**config.mk**
```make
export PLATFORM = sky130hd
export DESIGN_NAME = cmip_pkt_chk_easy_flat
export DESIGN_NICKNAME = d
export VERILOG_FILES = /design/src/rtl/cmip_pkt_chk_easy_if.sv /design/src/rtl/cmip_pkt_chk_easy.sv /design/src/flat_wrapper.sv
export SDC_FILE = /design/constraint.sdc
export NUM_CORES = 1
export LEC_CHECK = 0
export BUFFER_PORTS_ARGS = -buffer_cell sky130_fd_sc_hd__buf_2
export CAP_MARGIN = 20
export CORE_UTILIZATION = 50
export DETAILED_ROUTE_END_ITERATION = 10
export PLACE_DENSITY_LB_ADDON = 0.1
export REMOVE_ABC_BUFFERS = 1
export SETUP_SLACK_MARGIN = 0.1
export SYNTH_ARGS = -nofsm -noshare
export SYNTH_HDL_FRONTEND = slang
export SYNTH_SLANG_ARGS = --single-unit
```
**constraint.sdc**
```tcl
create_clock -name clk -period 11 [get_ports clk]
set_input_delay 3.3 -clock clk [delete_from_list [all_inputs] [get_ports clk]]
set_output_delay 3.3 -clock clk [all_outputs]
set_load 0.01 [all_outputs]
```
**src/rtl/cmip_pkt_chk_easy_if.sv**
```systemverilog
// AXI-stream beat channel between the packet generator and the checker.
interface cmip_pkt_chk_easy_if #(
  parameter int DATA_WD = 32
);
  logic [DATA_WD-1:0]   tdata;
  logic [DATA_WD/8-1:0] tkeep;
  logic                 tvalid;
  logic                 tready;
  logic                 tlast;
  logic                 tuser;

  modport master (
    output tdata, tkeep, tvalid, tlast, tuser,
    input  tready
  );

  modport slave (
    input  tdata, tkeep, tvalid, tlast, tuser,
    output tready
  );
endinterface

```
**src/rtl/cmip_pkt_chk_easy.sv**
```systemverilog
// Packet checker for the easy generator: verifies length, SOP, keep and
// payload pattern of every accepted beat and keeps saturating status counters.
module cmip_pkt_chk_easy #(
  parameter int DATA_WD = 32,
  parameter int CFG_WD  = 32
) (
  input  logic              clk,
  input  logic              rst,
  input  logic              cfg_rst,
  input  logic [CFG_WD-1:0] cfg_len,
  input  logic [CFG_WD-1:0] cfg_mode,
  cmip_pkt_chk_easy_if.slave s_axis,
  output logic [CFG_WD-1:0] sts_pkt_cnt,
  output logic [CFG_WD-1:0] sts_err_pkt_cnt,
  output logic [CFG_WD-1:0] sts_len_err_cnt,
  output logic [CFG_WD-1:0] sts_data_err_cnt,
  output logic              sts_err,
  output logic              sts_err_pulse,
  output logic              sts_busy
);

  typedef enum logic {IDLE, PKT} state_t;

  state_t            state, state_nxt;
  logic [1:0]        bp;
  logic [31:0]       exp32;
  logic [CFG_WD-1:0] idx;
  logic              pkt_err;
  logic              len_flag;

  logic              clr;
  logic              beat;
  logic              mode_cnt;
  logic              mode_bp;
  logic [CFG_WD-1:0] len_imp;
  logic [CFG_WD-1:0] cur_idx;
  logic              pkt_err_cur;
  logic              len_flag_cur;
  logic [31:0]       exp_data;
  logic              data_err;
  logic              len_err;
  logic              beat_err;
  logic              unused_mode;

  function automatic logic [CFG_WD-1:0] sat_inc(input logic [CFG_WD-1:0] v);
    return (&v) ? v : v + CFG_WD'(1);
  endfunction

  assign clr         = rst | cfg_rst;
  assign mode_cnt    = cfg_mode[1];
  assign mode_bp     = cfg_mode[2];
  assign unused_mode = ^{cfg_mode[CFG_WD-1:3], cfg_mode[0]};
  assign beat        = s_axis.tvalid & s_axis.tready;
  assign len_imp     = (cfg_len == '0) ? CFG_WD'(8) : cfg_len;

  // The first beat of a packet is always checked at index 0, whatever the
  // per-packet registers hold, so a discarded packet cannot leak into the next.
  assign cur_idx      = (state == IDLE) ? '0 : idx;
  assign pkt_err_cur  = (state == PKT) & pkt_err;
  assign len_flag_cur = (state == PKT) & len_flag;

  assign exp_data = mode_cnt ? exp32 : cur_idx[31:0];
  assign data_err = (s_axis.tdata[31:0] != exp_data)
                  | ~(&s_axis.tkeep)
                  | (s_axis.tuser != (cur_idx == '0));
  // One length error per packet: short on an early tlast, long on the
  // last expected beat arriving without tlast.
  assign len_err  = ~len_flag_cur &
                    (( s_axis.tlast & (cur_idx <  len_imp - CFG_WD'(1))) |
                     (~s_axis.tlast & (cur_idx == len_imp - CFG_WD'(1))));
  assign beat_err = data_err | len_err;

  assign s_axis.tready = ~rst & ~cfg_rst & ~(mode_bp & (bp == 2'd3));
  assign sts_busy      = (state == PKT);

  // State register.
  always_ff @(posedge clk) begin
    // NOTE: clocked state uses non-blocking assignments so every register
    // samples pre-edge values regardless of block evaluation order.
    if (clr) state <= IDLE;
    else     state <= state_nxt;
  end

  // Next-state: any accepted beat enters PKT unless it carries tlast.
  always_comb begin
    // NOTE: default first, so no path leaves state_nxt unassigned (no latch).
    state_nxt = state;
    case (state)
      IDLE: if (beat) state_nxt = s_axis.tlast ? IDLE : PKT;
      PKT:  if (beat && s_axis.tlast) state_nxt = IDLE;
      default: state_nxt = IDLE;
    endcase
  end

  // Free-running backpressure phase; held at 0 when throttling is off.
  always_ff @(posedge clk) begin
    if (clr || !mode_bp) bp <= 2'd0;
    else                 bp <= bp + 2'd1;
  end

  // Running-counter expectation; reloading from received+1 equals
  // incrementing on a match and resynchronises after a gap.
  always_ff @(posedge clk) begin
    if (clr || !mode_cnt) exp32 <= 32'd0;
    else if (beat)        exp32 <= s_axis.tdata[31:0] + 32'd1;
  end

  // Per-packet beat index and error flags, cleared at packet end.
  always_ff @(posedge clk) begin
    if (clr) begin
      idx      <= '0;
      pkt_err  <= 1'b0;
      len_flag <= 1'b0;
    end else if (beat) begin
      if (s_axis.tlast) begin
        idx      <= '0;
        pkt_err  <= 1'b0;
        len_flag <= 1'b0;
      end else begin
        idx      <= sat_inc(cur_idx);
        pkt_err  <= pkt_err_cur | beat_err;
        len_flag <= len_flag_cur | len_err;
      end
    end
  end

  // Registered status: saturating counters, sticky flag and per-beat pulse.
  always_ff @(posedge clk) begin
    if (clr) begin
      sts_pkt_cnt      <= '0;
      sts_err_pkt_cnt  <= '0;
      sts_len_err_cnt  <= '0;
      sts_data_err_cnt <= '0;
      sts_err          <= 1'b0;
      sts_err_pulse    <= 1'b0;
    end else begin
      sts_err_pulse <= beat & beat_err;
      if (beat) begin
        if (data_err) sts_data_err_cnt <= sat_inc(sts_data_err_cnt);
        if (len_err)  sts_len_err_cnt  <= sat_inc(sts_len_err_cnt);
        if (beat_err) sts_err          <= 1'b1;
        if (s_axis.tlast) begin
          sts_pkt_cnt <= sat_inc(sts_pkt_cnt);
          if (pkt_err_cur || beat_err) sts_err_pkt_cnt <= sat_inc(sts_err_pkt_cnt);
        end
      end
    end
  end

endmodule

```
**src/flat_wrapper.sv**
```systemverilog
// flat-port wrapper written by rule: the top's interface ports become plain ports
module cmip_pkt_chk_easy_flat 
#(
  parameter int DATA_WD = 32,
  parameter int CFG_WD  = 32
)
  (clk, rst, cfg_rst, cfg_len, cfg_mode, sts_pkt_cnt, sts_err_pkt_cnt, sts_len_err_cnt, sts_data_err_cnt, sts_err, sts_err_pulse, sts_busy, s_axis_tdata, s_axis_tkeep, s_axis_tvalid, s_axis_tlast, s_axis_tuser, s_axis_tready);
  cmip_pkt_chk_easy_if #(.DATA_WD(DATA_WD)) s_axis_i ();
  input  logic clk;
  input  logic rst;
  input  logic cfg_rst;
  input  logic [CFG_WD-1:0] cfg_len;
  input  logic [CFG_WD-1:0] cfg_mode;
  output logic [CFG_WD-1:0] sts_pkt_cnt;
  output logic [CFG_WD-1:0] sts_err_pkt_cnt;
  output logic [CFG_WD-1:0] sts_len_err_cnt;
  output logic [CFG_WD-1:0] sts_data_err_cnt;
  output logic sts_err;
  output logic sts_err_pulse;
  output logic sts_busy;
  input wire logic [$bits(s_axis_i.tdata)-1:0] s_axis_tdata;
  input wire logic [$bits(s_axis_i.tkeep)-1:0] s_axis_tkeep;
  input wire logic [$bits(s_axis_i.tvalid)-1:0] s_axis_tvalid;
  input wire logic [$bits(s_axis_i.tlast)-1:0] s_axis_tlast;
  input wire logic [$bits(s_axis_i.tuser)-1:0] s_axis_tuser;
  output wire logic [$bits(s_axis_i.tready)-1:0] s_axis_tready;
  assign s_axis_i.tdata = s_axis_tdata;
  assign s_axis_i.tkeep = s_axis_tkeep;
  assign s_axis_i.tvalid = s_axis_tvalid;
  assign s_axis_i.tlast = s_axis_tlast;
  assign s_axis_i.tuser = s_axis_tuser;
  assign s_axis_tready = s_axis_i.tready;
  cmip_pkt_chk_easy #(.DATA_WD(DATA_WD), .CFG_WD(CFG_WD)) u_core (.clk(clk), .rst(rst), .cfg_rst(cfg_rst), .cfg_len(cfg_len), .cfg_mode(cfg_mode), .s_axis(s_axis_i), .sts_pkt_cnt(sts_pkt_cnt), .sts_err_pkt_cnt(sts_err_pkt_cnt), .sts_len_err_cnt(sts_len_err_cnt), .sts_data_err_cnt(sts_data_err_cnt), .sts_err(sts_err), .sts_err_pulse(sts_err_pulse), .sts_busy(sts_busy));
endmodule
```
==> results of run 1 <==
-- cell usage after synthesis, types with 21 or more instances --
cell type | n | area, um^2
dfxtp_1 | 199 | 3980
nor2_1 | 188 | 706
nand2_1 | 165 | 619
a21oi_1 | 82 | 410
nand3_1 | 77 | 385
xnor2_1 | 73 | 639
o21ai_0 | 70 | 350
xor2_1 | 67 | 587
inv_1 | 57 | 214
nand4_1 | 53 | 332
clkbuf_1 | 48 | 180
ha_1 | 41 | 513
or3_1 | 41 | 257
and3_1 | 40 | 250
nor3_1 | 38 | 190
and2_1 | 32 | 200
a211oi_1 | 30 | 225
nor4_1 | 26 | 163
nor2b_1 | 21 | 131
-- per-stage QoR --
| step | hold WS, ns | cells | util (%) |
|---|---|---|---|
| 3_5_place_dp | 0.414 | 2040 | 56.5 |
| 2_1_floorplan | 0.396 | 1505 | - |
| 4_1_cts | 0.424 | 2072 | 59.0 |
| 3_3_place_gp | 0.408 | 2040 | 56.5 |
| 6_report | 0.425 | 2074 | 59.1 |
| 5_1_grt | 0.440 | 2073 | 59.1 |
-- where the power goes --
group | total (mW) | switching, mW | internal [mW] | leakage (nW)
clock network | 0.645 | 0.329 | 0.316 | 0.298
logic | 0.106 | 0.0691 | 0.0368 | 3.52
registers | 0.723 | 0.00152 | 0.722 | 1.60
-- how the worst min path moves through the flow --
stage | depth (start not counted) | end | slack (ns)
2_1_floorplan | 1 | u_core.bp[0] | 0.40
3_3_place_gp | 1 | u_core.bp[0] | 0.41
3_5_place_dp | 1 | u_core.bp[0] | 0.41
4_1_cts | 1 | u_core.bp[0] | 0.42
5_1_grt | 1 | u_core.bp[0] | 0.44
6_report | 1 | u_core.bp[0] | 0.43
-- worst max-delay path, stage by stage --
cell,delay (ns)
buf_2,0.12
or4_1,0.61
nor4_1,0.61
and4_1,0.36
a21oi_1,0.14
nand2_1,0.17
nor2_1,0.11
and2_1,0.20
nor2b_1,0.15
xnor2_1,0.12
ha_1,0.29
nand4_1,0.14
nor4_1,0.41
and3_1,0.28
nor2b_1,0.06
a221o_1,0.48
and4bb_4,0.33
or4_1,0.65
or4_1,0.45
a21oi_1,0.14
-- logic make-up after synthesis --
group	synth area share, %
and+or+nand+nor	31.6
AOI/OAI and AO/OA	15.1
DFF	32.9
xor gates and xnor gates	10.1
buffers and inverters	4.31
adders and majority gates	4.23
muxes	1.73
-- registers in the layout (all words and copies together), names as in the netlist, named ones only --
| signal | count |
|---|---|
| u_core.bp | 2 |
| u_core.exp32 | 32 |
| u_core.idx | 32 |
| u_core.len_flag | 1 |
| u_core.pkt_err | 1 |
| u_core.sts_data_err_cnt | 32 |
| u_core.sts_err | 1 |
| u_core.sts_err_pkt_cnt | 32 |
| u_core.sts_err_pulse | 1 |
| u_core.sts_len_err_cnt | 32 |
| u_core.sts_pkt_cnt | 32 |
-- per-layer routing --
layer / vias up / track usage (%)
li1: 5990 / -
met1: 5641 / 37.3
met2: 367 / 45.1
met3: 49 / 3.45
met4: 2 / 9.43
met5: - / 0
-- cell type report --
class	count	area [um^2]
clock buffers	18	439
diodes	1	2.50
well taps	319	399
clock inverters	14	166
fillers	2283	9660
flip-flops and latches	199	3980
inverters	60	225
multi-input cells	1246	7620
repair buffers	217	1110
==> summary.md, run 1 <==
### Synthesis
* **number of warning messages in the yosys log** 0
* **Async S/R FF share, synth** 0%
* **dominant synthesized flop cell** dfxtp_1
* **Syn Inst Count** 1576
* **cell area after synthesis** 12100 um^2
* **number of distinct standard cells referenced by the synthesized netlist** 66
* **FF+latch count, synth** 199
* **mean cell area of the mapped netlist** 7.69 um^2
* **share of synthesized area occupied by flip-flops and latches** 32.9%
* **number of flops mapped to enable cells by yosys** 0

### Die
* **area enclosed by the die boundary** 24900 um^2
* **die extent in x** 158 um
* **Die Y** 158 um
* **Floorplan Core Area** 23600 um^2
* **site row count** 56
* **I/O pin total** 238
* **Initial Utilization** 51.3%

### Clock tree
* **insertion delay to the later sink of the worst-skew pair** 0.45 ns
* **maximum number of buffers from clock root to sink** 2
* **hold bufs inserted after CTS** 0
* **clock transition at the registers of the reported paths** 0.08 ns
* **clock tree from TritonCTS** done
* **Num CTS Buffers** 17
* **number of clock sinks** 199
* **Max H-tree Level** 4
* **CTS root buf** clkbuf_16
* **number of gates resized after CTS** 0
* **number of buffers inserted to repair setup after CTS** 0

### GRT
* **number of global-route vias before repair** 10710
* **antenna violations before repair** 1
* **global-route wire length before repair** 54.6 mm
* **all-layer global routing usage** 27.6%
* **pin count of the biggest net entering global routing** 76
* **remaining global-route overflow** 0

### Routing
* **met2 WL** 15.7 mm
* **max layer used** met5
* **total DRC errors in the routed layout** 0
* **average wire per standard cell** 16.6 um
* **Pre-Repair DR Iteration Count** 5
* **wire length on met3** 2.02 mm
* **average vias per placed instance** 5.81
* **violation count after the first detailed-routing iteration** 923
* **aggregate routed wire length** 34.4 mm
* **sum of routed wire segments on met1** 15.8 mm
* **total via count after detailed routing** 12049
* **number of nets with antenna violations after routing** 0

### Timing
* **number of setup violations in the final report** 0
* **worst slew pin tran** 0.938 ns
* **Worst slew margin** 37.4%
* **final hold violations** 0
* **Max Clock Freq** 0.114 GHz
* **unrepaired setup endpoints after global routing** false
* **min setup slack post-route** 2.23 ns
* **aggregate negative setup slack** 0 ns
* **Min Clock Period, post-route** 8.77 ns
* **post-route clock period utilization** 79.7%
* **worst clock skew** 0.0205 ns
* **max-slew violation count** 0

### Setup path
* **R2R setup slack** 6.62 ns
* **endpoint type of the worst setup path** flip-flop
* **required time at the worst-slack endpoint** 11.37 ns
* **category of the critical setup timing path** in -> reg
* **termination of the worst setup path** u_core.sts_err_pkt_cnt[19]
* **cell count of the worst reg-to-reg path** 13
* **largest fanout on the critical path** 12
* **startpoint type of the worst setup path** primary input
* **worst setup path start** cfg_len[19]
* **Critical R2R Capture** u_core.sts_err_pkt_cnt[19]
* **signal arrival time at the worst endpoint** 9.14 ns

### Placed design
* **DP Area** 13300 um^2
* **final HPWL from detailed placement** 25.0 mm
* **Setup Slack @ Placement** 1.82 ns
* **number of buffers added on ports** 207
* **placer congestion estimate** 0.901

### Flow run
* **max capacitance violation total** 0

### Layout
* **Post-Layout Inst Area** 14000 um^2
* **nets@finish** 1888
* **fraction of final layout cells with drive strength greater than 1** 16.2%
* **area overhead of the layout relative to synthesis** 15.2%
* **most common library cell in the layout ignoring fill and taps** buf_2
* **most frequent cells in the layout** buf_2 (207), dfxtp_1 (199), nor2_1 (187)

### Power
* **overall power** 1.47 mW
* **Leak** 5.42 nW
* **maximum vdd ir drop** 94.6 uV
* **cell area power density** 106 nW/um^2

### Outcome
* **status** completed

### Hold path
* **worst min-delay path class** reg -> reg
* **Worst Hold Launch** u_core.bp[0]

No activity file was read; power rests on OpenSTA's default activity.
==> inputs of run 2 (changes only) <==
==> constraint.sdc (replaced) <==
create_clock -name clk -period 7.8 [get_ports clk]
set_input_delay 2.34 -clock clk [delete_from_list [all_inputs] [get_ports clk]]
set_output_delay 2.34 -clock clk [all_outputs]
set_load 0.01 [all_outputs]
==> run 2 against run 1 <==
Against the previous run:
- count of clock-buffer cells in the layout unchanged
- die area unchanged
- final area up 0.39%
- final cell count up 0.43%
- sequential power up 41%
- via count down 0.43%
- critical path depth up 1
- clock power up 34%
==> summary.md, run 2 (synthesis results as in run 1) <==
### Routing
* **total DRC errors in the routed layout** 0, unchanged
* **aggregate routed wire length** 34.1 mm, -0.64%
* **average wire per standard cell** 16.4 um, -1.1%
* **total via count after detailed routing** 11997, -0.43%
* **violation count after the first detailed-routing iteration** 931, +0.87%
* **Pre-Repair DR Iteration Count** 5, unchanged
* **average vias per placed instance** 5.76, -0.86%
* **number of nets with antenna violations after routing** 0, unchanged

### Die
* **area enclosed by the die boundary** 24900 um^2, unchanged
* **Die Y** 158 um, unchanged
* **site row count** 56, unchanged
* **I/O pin total** 238, unchanged
* **die extent in x** 158 um, unchanged
* **Floorplan Core Area** 23600 um^2, unchanged
* **Initial Utilization** 51.3%, unchanged

### Flow run
* **max capacitance violation total** 0, unchanged

### Timing
* **aggregate negative setup slack** 0 ns, unchanged
* **post-route clock period utilization** 93.1%
* **unrepaired setup endpoints after global routing** false
* **final hold violations** 0, unchanged
* **Min Clock Period, post-route** 7.26 ns
* **worst clock skew** 0.0151 ns, -0.00537 ns
* **Worst slew margin** 37.0%, -0.39 points
* **max-slew violation count** 0, unchanged
* **number of setup violations in the final report** 0, unchanged
* **worst slew pin tran** 0.944 ns, +0.00588 ns
* **Worst Hold Slack** 0.419 ns, -0.00623 ns
* **Max Clock Freq** 0.138 GHz

### Clock tree
* **number of gates resized after CTS** 0, unchanged
* **number of clock sinks** 199, unchanged
* **insertion delay to the later sink of the worst-skew pair** 0.44 ns, about the same
* **maximum number of buffers from clock root to sink** 2, unchanged
* **clock tree from TritonCTS** done
* **CTS root buf** clkbuf_16
* **Max H-tree Level** 4, unchanged
* **Num CTS Buffers** 17, unchanged
* **clock transition at the registers of the reported paths** 0.07 ns, about the same
* **number of buffers inserted to repair setup after CTS** 0, unchanged
* **hold bufs inserted after CTS** 0, unchanged

### Placed design
* **placer congestion estimate** 0.915, +1.5%
* **number of buffers added on ports** 207, unchanged
* **final HPWL from detailed placement** 25.0 mm, -0.33%

### Layout
* **most frequent cells in the layout** buf_2 (207), dfxtp_1 (199), nor2_1 (187)
* **most common library cell in the layout ignoring fill and taps** buf_2
* **area overhead of the layout relative to synthesis** 15.6%
* **fraction of final layout cells with drive strength greater than 1** 16.6%, +0.37 points
* **nets@finish** 1898, +0.53%

### GRT
* **remaining global-route overflow** 0, unchanged
* **all-layer global routing usage** 27.2%, -0.40 points
* **antenna violations before repair** 2, +1
* **global-route wire length before repair** 53.9 mm, -1.3%
* **number of global-route vias before repair** 10476, -2.2%
* **pin count of the biggest net entering global routing** 85, +12%

### Power
* **cell area power density** 145 nW/um^2, +38%
* **Leak** 5.45 nW, +0.55%
* **maximum vdd ir drop** 108 uV, +15%

### Outcome
* **status** completed

### Setup path
* **largest fanout on the critical path** 9, -3
* **signal arrival time at the worst endpoint** 7.62 ns, -1.52 ns
* **endpoint type of the worst setup path** flip-flop
* **required time at the worst-slack endpoint** 8.16 ns, -3.21 ns
* **category of the critical setup timing path** in -> reg
* **startpoint type of the worst setup path** primary input

### Hold path
* **worst min-delay path class** reg -> reg

-- run 2: changes by cell type in the layout (fill, tap and decap cells not counted), sizes merged --
cell / previous run / this run
inv: 69 / 67
clkinvlp: 0 / 2
buf: 217 / 227
clkinv: 5 / 4
-- run 2: where the power goes --
group	total, mW	leakage (nW)	switching, mW	internal [mW]
clock	0.866	0.271	0.440	0.425
sequential	1.02	1.60	0.00222	1.02
combinational	0.152	3.57	0.0980	0.0536
-- run 2: layout make-up --
class	instances	area (um^2)
Fill cell	2289	9600
Multi-Input combinational cell	1246	7620
Sequential cell	199	3980
Timing Repair Buffer	227	1210
Clock buffer	18	429
Tap cell	319	399
Inverter	60	225
Clock inverter	13	136
Antenna cell	1	2.50
-- run 2: path summary, 6_finish.rpt --
path,startpoint,end,slack [ns],cells after the start
setup / recovery,cfg_len[19],u_core.sts_err_pkt_cnt[19],0.54,21
hold / removal,u_core.bp[0],u_core.bp[0],0.42,1
setup reg to reg,flip-flop,u_core.sts_err_pkt_cnt[19],3.57,13
hold reg to reg,u_core.bp[0],u_core.bp[0],0.42,1
-- run 2: stage by stage --
stage          power [mW]  std cells  utilization, %  cell area (um^2)  setup slack [ns]
3_5_place_dp         1.19       2050            56.9             13400             0.177
6_report             2.04       2083            59.3             14000             0.538
3_3_place_gp         1.19       2049            56.8             13400             0.289
5_1_grt              2.11       2082            59.3             14000             0.348
4_1_cts              2.06       2081            59.3             14000             0.611
2_1_floorplan        1.12       1505               -             11800             0.541
-- run 2: per-layer routing --
metal	wire length [um]	up-vias	GRT usage [%]
li1	-	5991	-
met1	15800	5545	37.5
met2	15300	405	43.4
met3	2220	52	3.59
met4	738	4	9.20
met5	26	-	0
-- run 2: worst max-delay path, stage by stage --
cell and delay [ns]:
buf_2 0.11, or4_1 0.60, nor4_1 0.24, buf_4 0.20
and4_1 0.23, a21oi_1 0.11, nand2_1 0.12, nor2_1 0.09
and2_1 0.21, nor2b_1 0.15, xnor2_1 0.12, ha_1 0.29
nand4_1 0.14, nor4_1 0.43, and3_1 0.28, nor2b_1 0.06
a221o_1 0.40, and4bb_4 0.24, or4_1 0.64, or4_1 0.45
a21oi_1 0.14
==> inputs of run 3 (changes only) <==
--- a/config.mk
+++ b/config.mk
@@ -7,8 +7,11 @@
 export LEC_CHECK = 0
 export BUFFER_PORTS_ARGS = -buffer_cell sky130_fd_sc_hd__buf_2
 export CAP_MARGIN = 20
-export CORE_UTILIZATION = 50
+export CELL_PAD_IN_SITES_DETAIL_PLACEMENT = 1
+export CELL_PAD_IN_SITES_GLOBAL_PLACEMENT = 1
+export CORE_UTILIZATION = 44
 export DETAILED_ROUTE_END_ITERATION = 10
+export GPL_TIMING_DRIVEN = 0
 export PLACE_DENSITY_LB_ADDON = 0.1
 export REMOVE_ABC_BUFFERS = 1
 export SETUP_SLACK_MARGIN = 0.1
==> constraint.sdc (replaced) <==
create_clock -name clk -period 8.7 [get_ports clk]
set_input_delay 2.61 -clock clk [delete_from_list [all_inputs] [get_ports clk]]
set_output_delay 2.61 -clock clk [all_outputs]
set_load 0.01 [all_outputs]
==> run 3 against run 2 <==
Against the previous run:
- sequential share of layout area is essentially flat
- sequential power is 10% lower
- utilization is 7.4 points lower
- non-clock buffer count shrank 15
- final cell count up 0.43%
==> summary.md, run 3 (synthesis results as in run 1) <==
### Clock tree
* **number of buffers inserted to repair setup after CTS** 0, unchanged
* **number of clock sinks** 199, unchanged
* **clock tree from TritonCTS** done
* **Max H-tree Level** 4, unchanged
* **CTS root buf** clkbuf_16
* **Num CTS Buffers** 17, unchanged
* **hold bufs inserted after CTS** 0, unchanged
* **number of gates resized after CTS** 0, unchanged
* **insertion delay to the later sink of the worst-skew pair** 0.45 ns, about the same
* **clock transition at the registers of the reported paths** 0.08 ns, about the same
* **maximum number of buffers from clock root to sink** 2, unchanged

### Timing
* **final hold violations** 0, unchanged
* **Worst slew margin** 21.9%, -15 points
* **number of setup violations in the final report** 0, unchanged
* **unrepaired setup endpoints after global routing** false
* **Max Clock Freq** 0.123 GHz
* **Min Clock Period, post-route** 8.16 ns
* **aggregate negative setup slack** 0 ns, unchanged
* **worst slew pin tran** 1.17 ns, +0.225 ns
* **worst clock skew** 0.0248 ns, +0.00975 ns
* **Worst Hold Slack** 0.428 ns, +0.00908 ns
* **post-route clock period utilization** 93.8%
* **max-slew violation count** 0, unchanged

### Layout
* **final cell utilization of the core** 52.0%, -7.4 points
* **Fillers** 3425, +50%
* **most common library cell in the layout ignoring fill and taps** buf_2
* **area overhead of the layout relative to synthesis** 15.6%, about the same
* **fraction of final layout cells with drive strength greater than 1** 16.0%, -0.55 points
* **most frequent cells in the layout** buf_2 (207), dfxtp_1 (198), nor2_1 (187)
* **nets@finish** 1883, -0.79%

### Die
* **Die Y** 168 um, +6.5%
* **site row count** 60, +7.1%
* **die extent in x** 168 um, +6.5%
* **Initial Utilization** 45.0%, -6.4 points
* **Floorplan Core Area** 27000 um^2, +14%
* **I/O pin total** 238, unchanged
* **area enclosed by the die boundary** 28200 um^2, +13%

### Power
* **cell area power density** 133 nW/um^2, -8.9%
* **maximum vdd ir drop** 113 uV, +4.3%
* **Leak** 5.41 nW, -0.77%

### Routing
* **met2 WL** 18.8 mm, +23%
* **sum of routed wire segments on met1** 17.9 mm, +13%
* **wire length on met3** 1.72 mm, -23%
* **aggregate routed wire length** 39.2 mm, +15%
* **violation count after the first detailed-routing iteration** 627, -33%
* **Pre-Repair DR Iteration Count** 5, unchanged
* **average wire per standard cell** 18.8 um, +14%
* **average vias per placed instance** 5.88, +2.2%
* **number of nets with antenna violations after routing** 0, unchanged
* **total via count after detailed routing** 12308, +2.6%
* **max layer used** met4
* **total DRC errors in the routed layout** 0, unchanged

### Hold path
* **worst-case hold path end point** u_core.bp[0]
* **Worst Hold Launch** u_core.bp[0]
* **Min-Delay Path Depth** 1, unchanged
* **worst min-delay path class** reg -> reg

### Placed design
* **placer congestion estimate** 0.868, -5.1%
* **number of buffers added on ports** 207, unchanged
* **final HPWL from detailed placement** 29.1 mm, +16%

### GRT
* **antenna violations before repair** 1, -1
* **global-route wire length before repair** 63.7 mm, +18%
* **pin count of the biggest net entering global routing** 83, -2.4%
* **all-layer global routing usage** 27.9%, +0.69 points
* **number of global-route vias before repair** 12135, +16%
* **remaining global-route overflow** 0, unchanged

### Setup path
* **R2R setup slack** 3.78 ns, +0.21 ns
* **startpoint type of the worst setup path** primary input
* **category of the critical setup timing path** in -> reg
* **signal arrival time at the worst endpoint** 8.52 ns, +0.90 ns
* **critical path buffer and inverter count** 1, -1
* **cell at the slowest stage of the critical path** or4_1
* **cell type group with the largest total delay on the critical path** simple AND/OR/NAND/NOR gates
* **cell count of the worst reg-to-reg path** 12, -1
* **endpoint type of the worst setup path** flip-flop
* **Critical R2R Capture** u_core.sts_err_pkt_cnt[24]
* **chain of cells forming the critical path** buf_2 -> or4_1 -> nor4_2 -> and4_1 -> a21oi_1 -> nand2_1 -> nor2_1 -> and2_1 -> nor2b_1 -> xnor2_1 -> ha_1 -> nand4_1 -> nor4_1 -> and3_1 -> nor2b_1 -> a221o_1 -> and4bb_4 -> or2_1 -> or4_1 -> a21oi_1
* **largest fanout on the critical path** 25, +16
* **required time at the worst-slack endpoint** 9.06 ns, +0.90 ns
* **Worst path max stage delay** 0.62 ns, -0.02 ns

### Flow run
* **max capacitance violation total** 0, unchanged

### Outcome
* **status** completed

run 3: changes by cell type in the layout (fill, tap and decap cells not counted), moves of 2 or more:
cell / delta
clkinv_8: +2
inv_8: -2
clkinvlp_4: -2
buf_16: +2
inv_6: +2
buf_4: -17
run 3: how the worst max path moves through the flow:
stage,from,endpoint,cells past startpoint
3_3_place_gp,cfg_len[19],u_core.sts_len_err_cnt[28],20
4_1_cts,cfg_len[19],u_core.sts_err_pkt_cnt[19],20
3_5_place_dp,cfg_len[19],u_core.sts_err_pkt_cnt[24],20
6_report,cfg_len[19],u_core.sts_err_pkt_cnt[24],20
2_1_floorplan,cfg_len[19],u_core.sts_len_err_cnt[18],19
5_1_grt,cfg_len[19],u_core.sts_err_pkt_cnt[24],20
run 3: cell type report:
cell class	count	area (um^2)	share of cell area, %
Tap cell	341	427	3.05
Clock inverter	13	149	1.06
Multi-Input combinational cell	1246	7640	54.6
Antenna cell	2	5.00	0.0357
Timing Repair Buffer	212	1140	8.12
Clock buffer	19	433	3.09
Inverter	60	225	1.61
Sequential cell	199	3990	28.5
run 3: stage by stage:
| step | total power [mW] | setup slack [ns] | std cells | cell area (um^2) |
|---|---|---|---|---|
| 5_1_grt | 1.92 | 0.165 | 2091 | 14000 |
| 3_5_place_dp | 1.08 | -0.0980 | 2058 | 13400 |
| 3_3_place_gp | 1.07 | -0.986 | 2053 | 13300 |
| 4_1_cts | 1.87 | 0.308 | 2090 | 14000 |
| 2_1_floorplan | 1.00 | 1.17 | 1505 | 11800 |
| 6_report | 1.86 | 0.542 | 2092 | 14000 |
run 3: power by group:
| part | leakage, nW | internal [mW] | switching, mW |
|---|---|---|---|
| logic | 3.52 | 0.0489 | 0.0895 |
| clock network | 0.282 | 0.387 | 0.414 |
| registers | 1.60 | 0.913 | 0.00344 |
| total | 5.41 | 1.35 | 0.507 |
run 3: routing by layer:
| metal | vias to the layer above | GRT usage [%] |
|---|---|---|
| met2 | 298 | 47.3 |
| met4 | 0 | 8.22 |
| met1 | 6027 | 36.8 |
| li1 | 5939 | - |
| met3 | 44 | 3.71 |
| met5 | - | 0 |
